==> src/rtl/namuru_pkg.sv <==
// Register-map word indices and bus FSM encoding shared by the namuru
// Wishbone register page.
package namuru_pkg;

  localparam logic [7:0] IDX_STATUS     = 8'hE0;
  localparam logic [7:0] IDX_NEW_DATA   = 8'hE1;
  localparam logic [7:0] IDX_TIC_COUNT  = 8'hE2;
  localparam logic [7:0] IDX_HW_ID      = 8'hEF;
  localparam logic [7:0] IDX_RESET      = 8'hF0;
  localparam logic [7:0] IDX_PROG_TIC   = 8'hF1;
  localparam logic [7:0] IDX_PROG_ACCUM = 8'hF2;
  localparam logic [7:0] CHAN_LIMIT     = 8'hE0;

  typedef enum logic [1:0] {
    ST_IDLE = 2'd0,
    ST_CHRD = 2'd1,
    ST_ACK  = 2'd2,
    ST_HOLD = 2'd3
  } wb_state_t;

  // Word indices below CHAN_LIMIT belong to the correlator bank.
  function automatic logic is_chan_idx(input logic [7:0] idx);
    return idx < CHAN_LIMIT;
  endfunction

endpackage

==> src/rtl/namuru_sticky_flags.sv <==
// Sticky event bits: each set pulse latches a bit until a clear strobe;
// a set arriving on the clearing edge wins so no event is lost.
module namuru_sticky_flags #(
  parameter int W = 2
) (
  input  logic         i_clk,
  input  logic         i_rst,
  input  logic [W-1:0] i_set,
  input  logic         i_clr,
  output logic [W-1:0] o_flags
);

  logic [W-1:0] r_flags;

  always_ff @(posedge i_clk) begin
    if (i_rst) begin
      r_flags <= '0;
    end else begin
      r_flags <= (r_flags & {W{~i_clr}}) | i_set;
    end
  end

  assign o_flags = r_flags;

endmodule

==> src/rtl/namuru_wb_slave.sv <==
// Wishbone classic responder for the namuru baseband register page: local
// control/status registers plus a strobe/data window onto the correlator bank.
module namuru_wb_slave
  import namuru_pkg::*;
#(
  parameter int          NUM_CHAN       = 12,
  parameter logic [31:0] HW_ID          = 32'h0000_4E41,
  parameter logic [23:0] PROG_TIC_RST   = 24'd999_999,
  parameter logic [23:0] PROG_ACCUM_RST = 24'd49_999,
  parameter logic [31:0] TIC_COUNT_RST  = 32'd0
) (
  input  logic                sys_clk,
  input  logic                sys_rst,
  input  logic [31:0]         wb_adr_i,
  input  logic [31:0]         wb_dat_i,
  output logic [31:0]         wb_dat_o,
  input  logic                wb_cyc_i,
  input  logic                wb_stb_i,
  input  logic                wb_we_i,
  input  logic [3:0]          wb_sel_i,
  output logic                wb_ack_o,
  input  logic                tic_i,
  input  logic                accum_int_i,
  input  logic [NUM_CHAN-1:0] new_data_i,
  output logic                chan_we_o,
  output logic [7:0]          chan_adr_o,
  output logic [31:0]         chan_dat_o,
  input  logic [31:0]         chan_dat_i,
  output logic [23:0]         prog_tic_o,
  output logic [23:0]         prog_accum_int_o,
  output logic                soft_rst_o
);

  wb_state_t           r_state;
  wb_state_t           w_state_next;
  logic [7:0]          r_idx;
  logic                r_we;
  logic                r_ack;
  logic [31:0]         r_dat;
  logic                r_chan_we;
  logic [7:0]          r_chan_adr;
  logic [31:0]         r_chan_dat;
  logic                r_soft_rst;
  logic [23:0]         r_prog_tic;
  logic [23:0]         r_prog_accum;
  logic [31:0]         r_tic_count;

  logic [7:0]          w_idx;
  logic                w_req;
  logic                w_is_chan;
  logic                w_start;
  logic                w_commit;
  logic                w_load_rd;
  logic                w_clr_status;
  logic                w_clr_new;
  logic [1:0]          w_status_set;
  logic [1:0]          w_status;
  logic [NUM_CHAN-1:0] w_new_data;
  logic [31:0]         w_rd_data;
  logic                w_unused;

  assign w_idx        = wb_adr_i[9:2];
  assign w_req        = wb_cyc_i & wb_stb_i;
  assign w_is_chan    = is_chan_idx(w_idx);
  assign w_start      = (r_state == ST_IDLE) && w_req;
  assign w_commit     = w_start && wb_we_i;
  assign w_load_rd    = (w_start && !wb_we_i && !w_is_chan) || (r_state == ST_CHRD);
  assign w_clr_status = (r_state == ST_ACK) && !r_we && (r_idx == IDX_STATUS);
  assign w_clr_new    = (r_state == ST_ACK) && !r_we && (r_idx == IDX_NEW_DATA);
  assign w_status_set = {accum_int_i, tic_i};
  assign w_unused     = ^{wb_sel_i, wb_adr_i[31:10], wb_adr_i[1:0]};

  namuru_sticky_flags #(.W(2)) u_status (
    .i_clk   (sys_clk),
    .i_rst   (sys_rst),
    .i_set   (w_status_set),
    .i_clr   (w_clr_status),
    .o_flags (w_status)
  );

  namuru_sticky_flags #(.W(NUM_CHAN)) u_new_data (
    .i_clk   (sys_clk),
    .i_rst   (sys_rst),
    .i_set   (new_data_i),
    .i_clr   (w_clr_new),
    .o_flags (w_new_data)
  );

  // HOLD always separates ACK from the next IDLE so a lingering stb is not re-served.
  always_comb begin
    w_state_next = r_state;
    case (r_state)
      ST_IDLE: if (w_req) w_state_next = (!wb_we_i && w_is_chan) ? ST_CHRD : ST_ACK;
      ST_CHRD: w_state_next = ST_ACK;
      ST_ACK:  w_state_next = ST_HOLD;
      ST_HOLD: w_state_next = ST_IDLE;
      default: w_state_next = ST_IDLE;
    endcase
  end

  // Sticky snapshots fold in same-edge set pulses so a read never hides an event.
  always_comb begin
    w_rd_data = 32'd0;
    if (r_state == ST_CHRD) begin
      w_rd_data = chan_dat_i;
    end else begin
      case (w_idx)
        IDX_STATUS:     w_rd_data = {30'd0, w_status | w_status_set};
        IDX_NEW_DATA:   w_rd_data = 32'(w_new_data | new_data_i);
        IDX_TIC_COUNT:  w_rd_data = r_tic_count;
        IDX_HW_ID:      w_rd_data = HW_ID;
        IDX_PROG_TIC:   w_rd_data = {8'd0, r_prog_tic};
        IDX_PROG_ACCUM: w_rd_data = {8'd0, r_prog_accum};
        default:        w_rd_data = 32'd0;
      endcase
    end
  end

  always_ff @(posedge sys_clk) begin
    if (sys_rst) begin
      r_state    <= ST_IDLE;
      r_idx      <= 8'd0;
      r_we       <= 1'b0;
      r_ack      <= 1'b0;
      r_dat      <= 32'd0;
      r_chan_we  <= 1'b0;
      r_chan_adr <= 8'd0;
      r_chan_dat <= 32'd0;
      r_soft_rst <= 1'b0;
    end else begin
      r_state    <= w_state_next;
      r_ack      <= (w_state_next == ST_ACK);
      r_chan_we  <= w_commit && w_is_chan;
      r_soft_rst <= w_commit && (w_idx == IDX_RESET);
      if (w_start) begin
        r_idx <= w_idx;
        r_we  <= wb_we_i;
      end
      if (w_start && w_is_chan) r_chan_adr <= w_idx;
      if (w_commit && w_is_chan) r_chan_dat <= wb_dat_i;
      if (w_load_rd) r_dat <= w_rd_data;
    end
  end

  always_ff @(posedge sys_clk) begin
    if (sys_rst) begin
      r_prog_tic   <= PROG_TIC_RST;
      r_prog_accum <= PROG_ACCUM_RST;
      r_tic_count  <= TIC_COUNT_RST;
    end else begin
      if (w_commit && (w_idx == IDX_PROG_TIC))   r_prog_tic   <= wb_dat_i[23:0];
      if (w_commit && (w_idx == IDX_PROG_ACCUM)) r_prog_accum <= wb_dat_i[23:0];
      if (tic_i) r_tic_count <= r_tic_count + 32'd1;
    end
  end

  assign wb_ack_o         = r_ack;
  assign wb_dat_o         = r_dat;
  assign chan_we_o        = r_chan_we;
  assign chan_adr_o       = r_chan_adr;
  assign chan_dat_o       = r_chan_dat;
  assign soft_rst_o       = r_soft_rst;
  assign prog_tic_o       = r_prog_tic;
  assign prog_accum_int_o = r_prog_accum;

endmodule

==> config.mk <==
export PLATFORM = sky130hd
export DESIGN_NAME = namuru_wb_slave
export DESIGN_NICKNAME = d
export VERILOG_FILES = /design/src/rtl/namuru_pkg.sv /design/src/rtl/namuru_sticky_flags.sv /design/src/rtl/namuru_wb_slave.sv
export SDC_FILE = /design/constraint.sdc
export NUM_CORES = 1
export LEC_CHECK = 0
export CELL_PAD_IN_SITES_DETAIL_PLACEMENT = 1
export CELL_PAD_IN_SITES_GLOBAL_PLACEMENT = 1
export CORE_ASPECT_RATIO = 1.4
export CORE_MARGIN = 2
export CORE_UTILIZATION = 36
export DETAILED_ROUTE_END_ITERATION = 10
export PLACE_DENSITY = 0.95
export SLEW_MARGIN = 20
export SYNTH_ARGS = -nofsm -noshare
export SYNTH_HDL_FRONTEND = slang
export SYNTH_SLANG_ARGS = --single-unit
==> constraint.sdc <==
create_clock -name sys_clk -period 4.34 [get_ports sys_clk]
set_input_delay 1.085 -clock sys_clk [delete_from_list [all_inputs] [get_ports sys_clk]]
set_output_delay 1.085 -clock sys_clk [all_outputs]
set_load 0.005 [all_outputs]
* Word-level counts from Yosys, hierarchy flattened *
Index checks and enable logic that the tools add are counted.

storage, ports and cells
  logic and storage cells = 61
  input bits = 119
  bits in registers = 180
  output and inout port bits = 123

operators by class
  reduce and logical (&&, ||, !) cells = 18
  mux-type cells = 5
  bitwise operators = 9
  order comparisons = 1
  eq/ne operators = 13
  $add $sub $neg = 1

operators by type and width
  cell                                                 count
  case mux 32 bit (6 select lines)                     1
  equality test 8 bit, second input constant           9
  adder 32 x 1 -> 32 bit, second input constant        1
  two-way mux 32 bit                                   1
  OR 12 bit                                            2
  logical AND 1 bit                                    13
  AND 12 bit                                           1
  less-than comparator 8 bit, second input constant    1
  case mux 2 bit (4 select lines)                      1
  equality test 2 bit, second input constant           3
  two-way mux 2 bit                                    2
  OR 2 bit                                             2
  logical NOT 1 bit                                    3
  AND 2 bit                                            1
  equality test 2 x 1 -> 1 bit, second input constant  1
  logical NOT 2 bit                                    1
  NOT 1 bit                                            2
  AND 1 bit                                            1
  logical OR 1 bit                                     1

* Depth between registers and ports, before layout *
Gate-level depths: netlist of run 1.

  depth after elaboration = 6
  gate-level depth with buffers = 9
  gate-level depth less buffers = 6

* Modules after synthesis *
From an unflattened synthesis of run 1, not the netlist that was laid out.

unflattened totals
  cell total of the unflattened synthesis = 941
  area, all modules = 7,825.0 um2

modules (own cells, without submodules)
  module                            times used  area an instance (um2)  seq. area each (um2)  cells an instance
  namuru_wb_slave                   1           7,307.0                 3,323.2               883
  namuru_sticky_flags (u_new_data)  1           447.9                   240.2                 50
  namuru_sticky_flags (u_status)    1           70.1                    40.0                  8

* Least setup slack after synthesis of run 1 *
OpenSTA, ideal clock, no wires.

  path type = input-to-reg
  from = in tic_i
  to = reg r_tic_count[22]
  stages = 6
  library setup time = 0.070 ns
  path buffers = 2
  path slack = 1.635 ns
  required time = 4.270 ns
  data arrival time = 2.635 ns
  cells stage by stage = buf_2 > nand4_4 > or4_4 > buf_6 > or4_1 > a21oi_1

RTL lines
  what                    line                    source
  start: declaration      namuru_wb_slave.sv:22   input logic tic_i,
  end signal: assignment  namuru_wb_slave.sv:153  if (tic_i) r_tic_count <= r_tic_count + 32'd1;
  end: declaration        namuru_wb_slave.sv:46   logic [31:0] r_tic_count;

* Worst setup path after layout of run 1 *
  from = in wb_adr_i[2]
  to = reg r_dat[11], in the netlist wb_dat_o[11]

between the ends
  word-level cells in the longest chain between the ends = 4
  elaborated cells on any way between the ends = 12
  classes of those cells = 1 x order compare; 6 x eq/ne; 2 x mux; 3 x reduce/logical

ends and longest elaborated chain
  what                        line                    source
  start: declaration          namuru_wb_slave.sv:14   input logic [31:0] wb_adr_i,
  less-than comparator 8 bit  namuru_pkg.sv:23        return idx < CHAN_LIMIT;
  logical NOT 1 bit           namuru_wb_slave.sv:67   assign w_load_rd = (w_start && !wb_we_i && !w_is_chan) || (r_state == ST_CHRD);
  logical AND 1 bit           namuru_wb_slave.sv:67
  logical OR 1 bit            namuru_wb_slave.sv:67
  end signal: assignment      namuru_wb_slave.sv:141  if (w_load_rd) r_dat <= w_rd_data;
  end: declaration            namuru_wb_slave.sv:39   logic [31:0] r_dat;

Several ways; a longest one is shown, not always the timed one.
A chain may end at the register's enable or synchronous reset.

==> summary.txt, run 1 <==
Pwr
  – Switching Power: approximately 1.2 mW
  – Internal: 3.16 mW
  – Power per cell area: 412 nW/um^2
  – Sw Share: 0.276
  – Seq pwr share: 0.423
  – Worst VDD drop: between 0.2 and 0.25 mV
  – Clock power frac: 0.389
  – Power Total: 4.37 mW
  – Leak: between 3 and 4 nW
  – Combinational share of power: 0.188

Synth
  – Mean Syn Cell Area: ~8 sq um
  – Most area-consuming cells after synthesis: dfxtp_1, nand2_1, a21oi_1
  – Sequential area share after synthesis: 0.474
  – Asr flop ratio synth: 0
  – Net Count, Synth: about 1000
  – Yosys top cell area share: 0.474
  – Post-synthesis cell count: ~920
  – Synth warnings: 0
  – Synth unique cells: 54
  – Synth area leader: dfxtp_1
  – Post-Syn Area: about 7600 sq um
  – Ys flop type: dfxtp_1
  – Number of flops mapped to enable cells by yosys: 0
  – Post-synthesis register bit count: 180

Timing
  – Crit path time final: about 3.2 ns
  – Max Slew Vio Count: 0
  – Clock skew: 0.00785 ns
  – Setup_tns: 0 ns
  – Worst Hold Slack: ~0.45 ns
  – F_max: 309 MHz
  – RSZ-0062 raised after global routing: false
  – Worst-Margin Slew: 1.03 ns
  – # setup viols final: 0
  – Final worst path period share: 0.746
  – Slew Limit Headroom: 0.314
  – Final hold vios: 0
  – Fin worst setup slack: approximately 1.1 ns

Detailed routing
  – Via density: about 5.8
  – Via count: 7953
  – DRC violations left: 0
  – Drt initial violations: between 300 and 400
  – Average routed wire per standard cell: 21.3 microns
  – Pre-antenna DRT Iters: 4
  – Routed Antenna Nets: 0
  – DRT Wirelength: 29.4 mm

Global route
  – Initial antenna violation count: 0
  – Tot GR Track Use: 0.263
  – Largest net degree at the start of global routing: 82
  – Vias in the first global route: approximately 8300
  – GRT overflow: 0
  – First-pass GRT wire length: between 40 and 50 mm

Die
  – Die Y: approximately 180 microns
  – FP Rows: between 60 and 70
  – DIE AREA: around 22000 sq um
  – Std-Cell Core Area: just over 20000 sq um
  – Die width: about 130 microns
  – Starting Density: 0.369
  – Ports: 242

CTS
  – Clk_lat worst skew: roughly 0.44 ns
  – CTS hold repair buffers: 0
  – Longest Clk Path Bufs: 2
  – CTS clock-pin slew for the worst setup and hold paths: around 0.07 ns
  – CTS tree: done
  – CTS root buffer: clkbuf_16
  – TritonCTS Buffers: 17
  – Sink Count: 180
  – Max H-tree Level: 4
  – CTS resizes: 0
  – Setup bufs post-CTS: 0

Final layout
  – Layout area overhead: 39.5%
  – Total Nets Final: 1233
  – Final core utilization: 0.514
  – Layout cell share with drive strength beyond 1: 0.0758
  – Commonest cells after routing, fill and taps aside: nand2_1, clkdlybuf4s50_1, dfxtp_1

Critical path
  – Startpoint Class: input pin
  – Crit Path Class: input pin to flip-flop
  – Setup crit end kind: flip-flop
  – Critical Path RT: between 4 and 5 ns
  – Critical path peak fanout: 23
  – CP arrival: ~3.6 ns

Place
  – GP Congestion: roughly 0.85
  – Hpwl dp: a little over 20 mm
  – Pre-CTS WS: between 0.6 and 0.7 ns
  – Port Buf Inserts: about 210

Worst hold path
  – Worst min path class: flip-flop to flip-flop

Job
  – Max Cap Violations: 0

Outcome
  – Status: completed
layer usage:
layer	part of all wire	GRT usage	routed length [microns]
met5	0	0	0
met1	0.38	0.291	11300
met3	0.051	0.0633	1510
met4	0.050	0.149	1460
met2	0.52	0.458	15100
critical path: stages:
cell and delay, ns:
clkdlybuf4s50_1 0.59, nor4b_4 0.92, buf_4 0.43, a2bb2oi_1 0.17, o22ai_1 0.19, o221a_2 0.22
final timing paths:
path,to,cells past startpoint,start,slack (ns)
worst max-delay path,wb_dat_o[11],6,wb_adr_i[2],1.10
worst min-delay path,chan_dat_o[26],2,chan_dat_o[26],0.45
worst max register to register,wb_dat_o[7],8,r_state[1],1.95
worst min register to register,chan_dat_o[26],2,chan_dat_o[26],0.45
through the flow:
| stage | instances | area, sq um |
|---|---|---|
| finish | 1380 | 10600 |
| floorplan | 924 | 7610 |
| detailed placement | 1346 | 9960 |
| global placement | 1346 | 9960 |
| global route | 1378 | 10600 |
| CTS | 1378 | 10600 |
Yosys cell counts (all sizes together) (2+ instances only):
| library cell | n |
|---|---|
| a21oi | 122 |
| a22o | 7 |
| a22oi | 42 |
| a2bb2oi | 3 |
| a31oi | 6 |
| and2 | 10 |
| and3 | 5 |
| and4 | 6 |
| buf | 11 |
| clkbuf | 60 |
| dfxtp | 180 |
| ha | 5 |
| inv | 9 |
| mux2 | 12 |
| nand2 | 212 |
| nand2b | 3 |
| nand3 | 44 |
| nand4 | 11 |
| nand4b | 3 |
| nor2 | 42 |
| nor2b | 3 |
| nor3 | 4 |
| nor4b | 3 |
| o21a | 6 |
| o21ai | 13 |
| o221a | 8 |
| o221ai | 4 |
| o22ai | 22 |
| o2bb2ai | 6 |
| o311ai | 2 |
| o31ai | 12 |
| or2 | 2 |
| or3 | 9 |
| or4 | 15 |
| or4b | 2 |
| xnor2 | 4 |
| xor2 | 6 |
registers in the layout, indices dropped and copies added, names as in the netlist:
name and flops:
soft_rst_o 1, r_idx 8, r_state 2, prog_accum_int_o 24, wb_dat_o 32, u_status.o_flags 2, chan_adr_o 8, chan_dat_o 32
chan_we_o 1, r_we 1, prog_tic_o 24, wb_ack_o 1, r_tic_count 32, u_new_data.o_flags 12
cells by family after synthesis:
| kind of cell | count (synthesis) | synth area share |
|---|---|---|
| XOR/XNOR | 10 | 0.0115 |
| multiplexers | 13 | 0.0191 |
| adder cells (fa/ha/maj) | 5 | 0.00822 |
| AND/OR/NAND/NOR | 378 | 0.232 |
| buffers and inverters | 80 | 0.0416 |
| AO/OA/AOI/OAI | 258 | 0.214 |
| flip-flops | 180 | 0.474 |
power groups by stage:
stage	clock, mW	combinational, mW	sequential, mW
after floorplan	0	0.370	1.88
after global placement	0	0.773	1.87
after detailed placement	0	0.802	1.88
after CTS	1.73	0.820	1.85
after global routing	1.79	0.881	1.86
final	1.70	0.820	1.85
area by class of cell:
class	count	area [sq um]
diodes	2	5.00
repair buffers	237	2310
clock buffers	17	425
clock inverters	15	220
fillers	2433	10000
inverters	9	33.8
well taps	256	320
multi-input cells	664	3700
flip-flops and latches	180	3600
Power figures use the tool's default switching activity.
==> run 2, diff against run 1 <==
Settings changed: CORE_UTILIZATION 36 to 30, PLACE_DENSITY 0.95 to 0.86.
Clock period 4.34 ns to 2.9 ns, I/O delays scaled along.
==> run 2 against run 1 <==
Compared with the run above: combinational power is 51% higher; setup slack worse by 0.72 ns; critical endpoint unchanged; routed wire length is 0.13% lower; non-clock buffer count is 19 higher; sequential share of layout area is 1.2 points lower; critical path depth stayed put; final cell count is 5.9% higher; count of clock-buffer cells in the layout is 1 higher; utilization is 7.6 points lower; first-iteration DRC count is 9.9% lower; largest cell class unchanged; via count is 1.6% lower.
==> summary.txt, run 2 (synthesized netlist as in run 1, its figures left out) <==
Outcome
  – Status: completed

Final layout
  – Sequential Area: 3600 sq um (unchanged)
  – Fillcell total: 2939 (+21%)
  – Total Nets Final: 1252 (+1.5%)
  – Layout area overhead: 44.6%
  – Area occupied by multi-input gates: 3700 sq um (unchanged)
  – Design area: 11000 sq um (+3.7%)
  – Commonest cells after routing, fill and taps aside: nand2_1, clkdlybuf4s50_1, dfxtp_1
  – Layout cell share with drive strength beyond 1: 0.0904 (+0.0146)
  – Finished Layout Cells: 1461 (+5.9%)

Die
  – Starting Density: 0.303 (-0.0659)
  – Die Y: 192 microns (+9.3%)
  – Std-Cell Core Area: 25100 sq um (+22%)
  – FP Rows: 69 (+11%)
  – Ports: 242 (unchanged)
  – Die width: 139 microns (+9.2%)
  – DIE AREA: 26700 sq um (+19%)

Timing
  – Clock skew: 0.0112 ns (+0.00333 ns)
  – # setup viols final: 0 (unchanged)
  – RSZ-0062 raised after global routing: false
  – Final hold vios: 0 (unchanged)
  – F_max: 397 MHz
  – Slew Limit Headroom: 0.470 (+0.156)
  – Final worst path period share: 0.869
  – Crit path time final: 2.52 ns
  – Worst-Margin Slew: 0.794 ns (-0.233 ns)
  – Max Slew Vio Count: 0 (unchanged)
  – Fin worst setup slack: 0.380 ns (-0.721 ns)

Critical path
  – Startpoint Class: input pin
  – Critical Path RT: 3.23 ns (-1.50 ns)
  – CP arrival: 2.85 ns (-0.78 ns)
  – Worst Reg-to-Reg Cells: 5 (-3)
  – Crit Path Class: input pin to flip-flop
  – Setup crit end kind: flip-flop
  – Critical path peak fanout: 6 (-74%)

CTS
  – Longest Clk Path Bufs: 2 (unchanged)
  – Setup bufs post-CTS: 0 (unchanged)
  – CTS root buffer: clkbuf_16
  – Max H-tree Level: 4 (unchanged)
  – CTS tree: done
  – Clk_lat worst skew: 0.44 ns (about the same)
  – Sink Count: 180 (unchanged)
  – CTS hold repair buffers: 0 (unchanged)
  – TritonCTS Buffers: 17 (unchanged)
  – CTS resizes: 0 (unchanged)
  – CTS clock-pin slew for the worst setup and hold paths: 0.06 ns (about the same)

Global route
  – GRT overflow: 0 (unchanged)
  – First-pass GRT wire length: 45.0 mm (-2.4%)
  – Vias in the first global route: 8188 (-1.6%)
  – Initial antenna violation count: 3 (+3)
  – Largest net degree at the start of global routing: 74 (-9.8%)
  – Tot GR Track Use: 0.214 (-0.0488)

Pwr
  – Power per cell area: 630 nW/um^2 (+53%)
  – Seq pwr share: 0.399 (-0.024)
  – Combinational share of power: 0.179 (-0.009)
  – Sw Share: 0.252 (-0.0247)
  – Internal: 5.19 mW (+64%)
  – Switching Power: 1.74 mW (+44%)
  – Clock power frac: 0.422 (+0.033)
  – Leak: 3.77 nW (+4.6%)
  – Worst VDD drop: 0.418 mV (+67%)

Place
  – Port Buf Inserts: 213 (unchanged)
  – Placed cell count: 1428 (+6.1%)
  – Placed inst area: 10300 sq um (+3.0%)
  – Pre-CTS WS: -0.0183 ns (-0.718 ns)
  – Hpwl dp: 21.3 mm (+4.0%)
  – GP Congestion: 0.855 (+0.74%)

Detailed routing
  – DRC violations left: 0 (unchanged)
  – Average routed wire per standard cell: 20.1 microns (-5.7%)
  – DRT Wirelength: 29.3 mm (-0.13%)
  – Routed Antenna Nets: 0 (unchanged)
  – Pre-antenna DRT Iters: 5 (+1)
  – Drt initial violations: 355 (-9.9%)
  – Via count: 7825 (-1.6%)
  – Via density: 5.36 (-7.1%)

Worst hold path
  – Cells on Worst Hold Path: 2 (unchanged)
  – Worst min path class: flip-flop to flip-flop

Job
  – Max Cap Violations: 0 (unchanged)
[run 2: power by group through the flow]
stage / clock, mW / sequential, mW / combinational, mW
2_1_floorplan: 0 / 2.81 / 0.554
5_1_grt: 3.07 / 2.79 / 1.34
6_report: 2.93 / 2.77 / 1.24
3_5_place_dp: 0 / 2.82 / 1.23
3_3_place_gp: 0 / 2.81 / 1.19
4_1_cts: 2.97 / 2.77 / 1.24
[run 2: worst max-delay path, cell delays in order]
cell and delay [ns]:
clkdlybuf4s50_1 0.61, nand4b_1 0.25, nor3_1 0.47, buf_4 0.22
o21ai_0 0.23, o221a_2 0.33
[run 2: per-layer routing]
layer | track usage | wire (microns) | vias to the layer above
met5 | 0 | 13 | -
met4 | 0.120 | 1350 | 2
met3 | 0.0563 | 1560 | 65
met2 | 0.379 | 15000 | 207
met1 | 0.232 | 11500 | 3858
li1 | - | - | 3693
[run 2: cell type report]
type / count / share of cell area
repair buffers: 256 / 0.230
diodes: 2 / 0.000455
clock inverters: 13 / 0.0273
clock buffers: 18 / 0.0399
flip-flops and latches: 180 / 0.327
multi-input cells: 664 / 0.336
inverters: 9 / 0.00307
well taps: 319 / 0.0363
[run 2: path summary, 6_finish.rpt]
path                                startpoint               to  slack (ns)
worst max-delay path                  wb_cyc_i     wb_dat_o[11]        0.38
worst min-delay path            chan_dat_o[29]   chan_dat_o[29]        0.46
worst max register to register  r_tic_count[0]  r_tic_count[22]        0.58
worst min register to register  chan_dat_o[29]   chan_dat_o[29]        0.46
[run 2: per-stage QoR]
step / setup TNS, ns / power, mW / utilization / hold WS [ns]
4_1_cts: 0 / 6.97 / 0.438 / 0.460
3_3_place_gp: 0 / 4.00 / 0.408 / 0.439
6_report: 0 / 6.93 / 0.438 / 0.456
2_1_floorplan: 0 / 3.37 / - / 0.432
5_1_grt: 0 / 7.19 / 0.438 / 0.478
3_5_place_dp: -0.0370 / 4.05 / 0.408 / 0.451
==> run 3, diff against run 2 <==
Settings changed: CTS_CLUSTER_DIAMETER set to 200.
==> results of run 3 <==
Same layout as run 2: the final DEF is identical, and so are final timing and power.
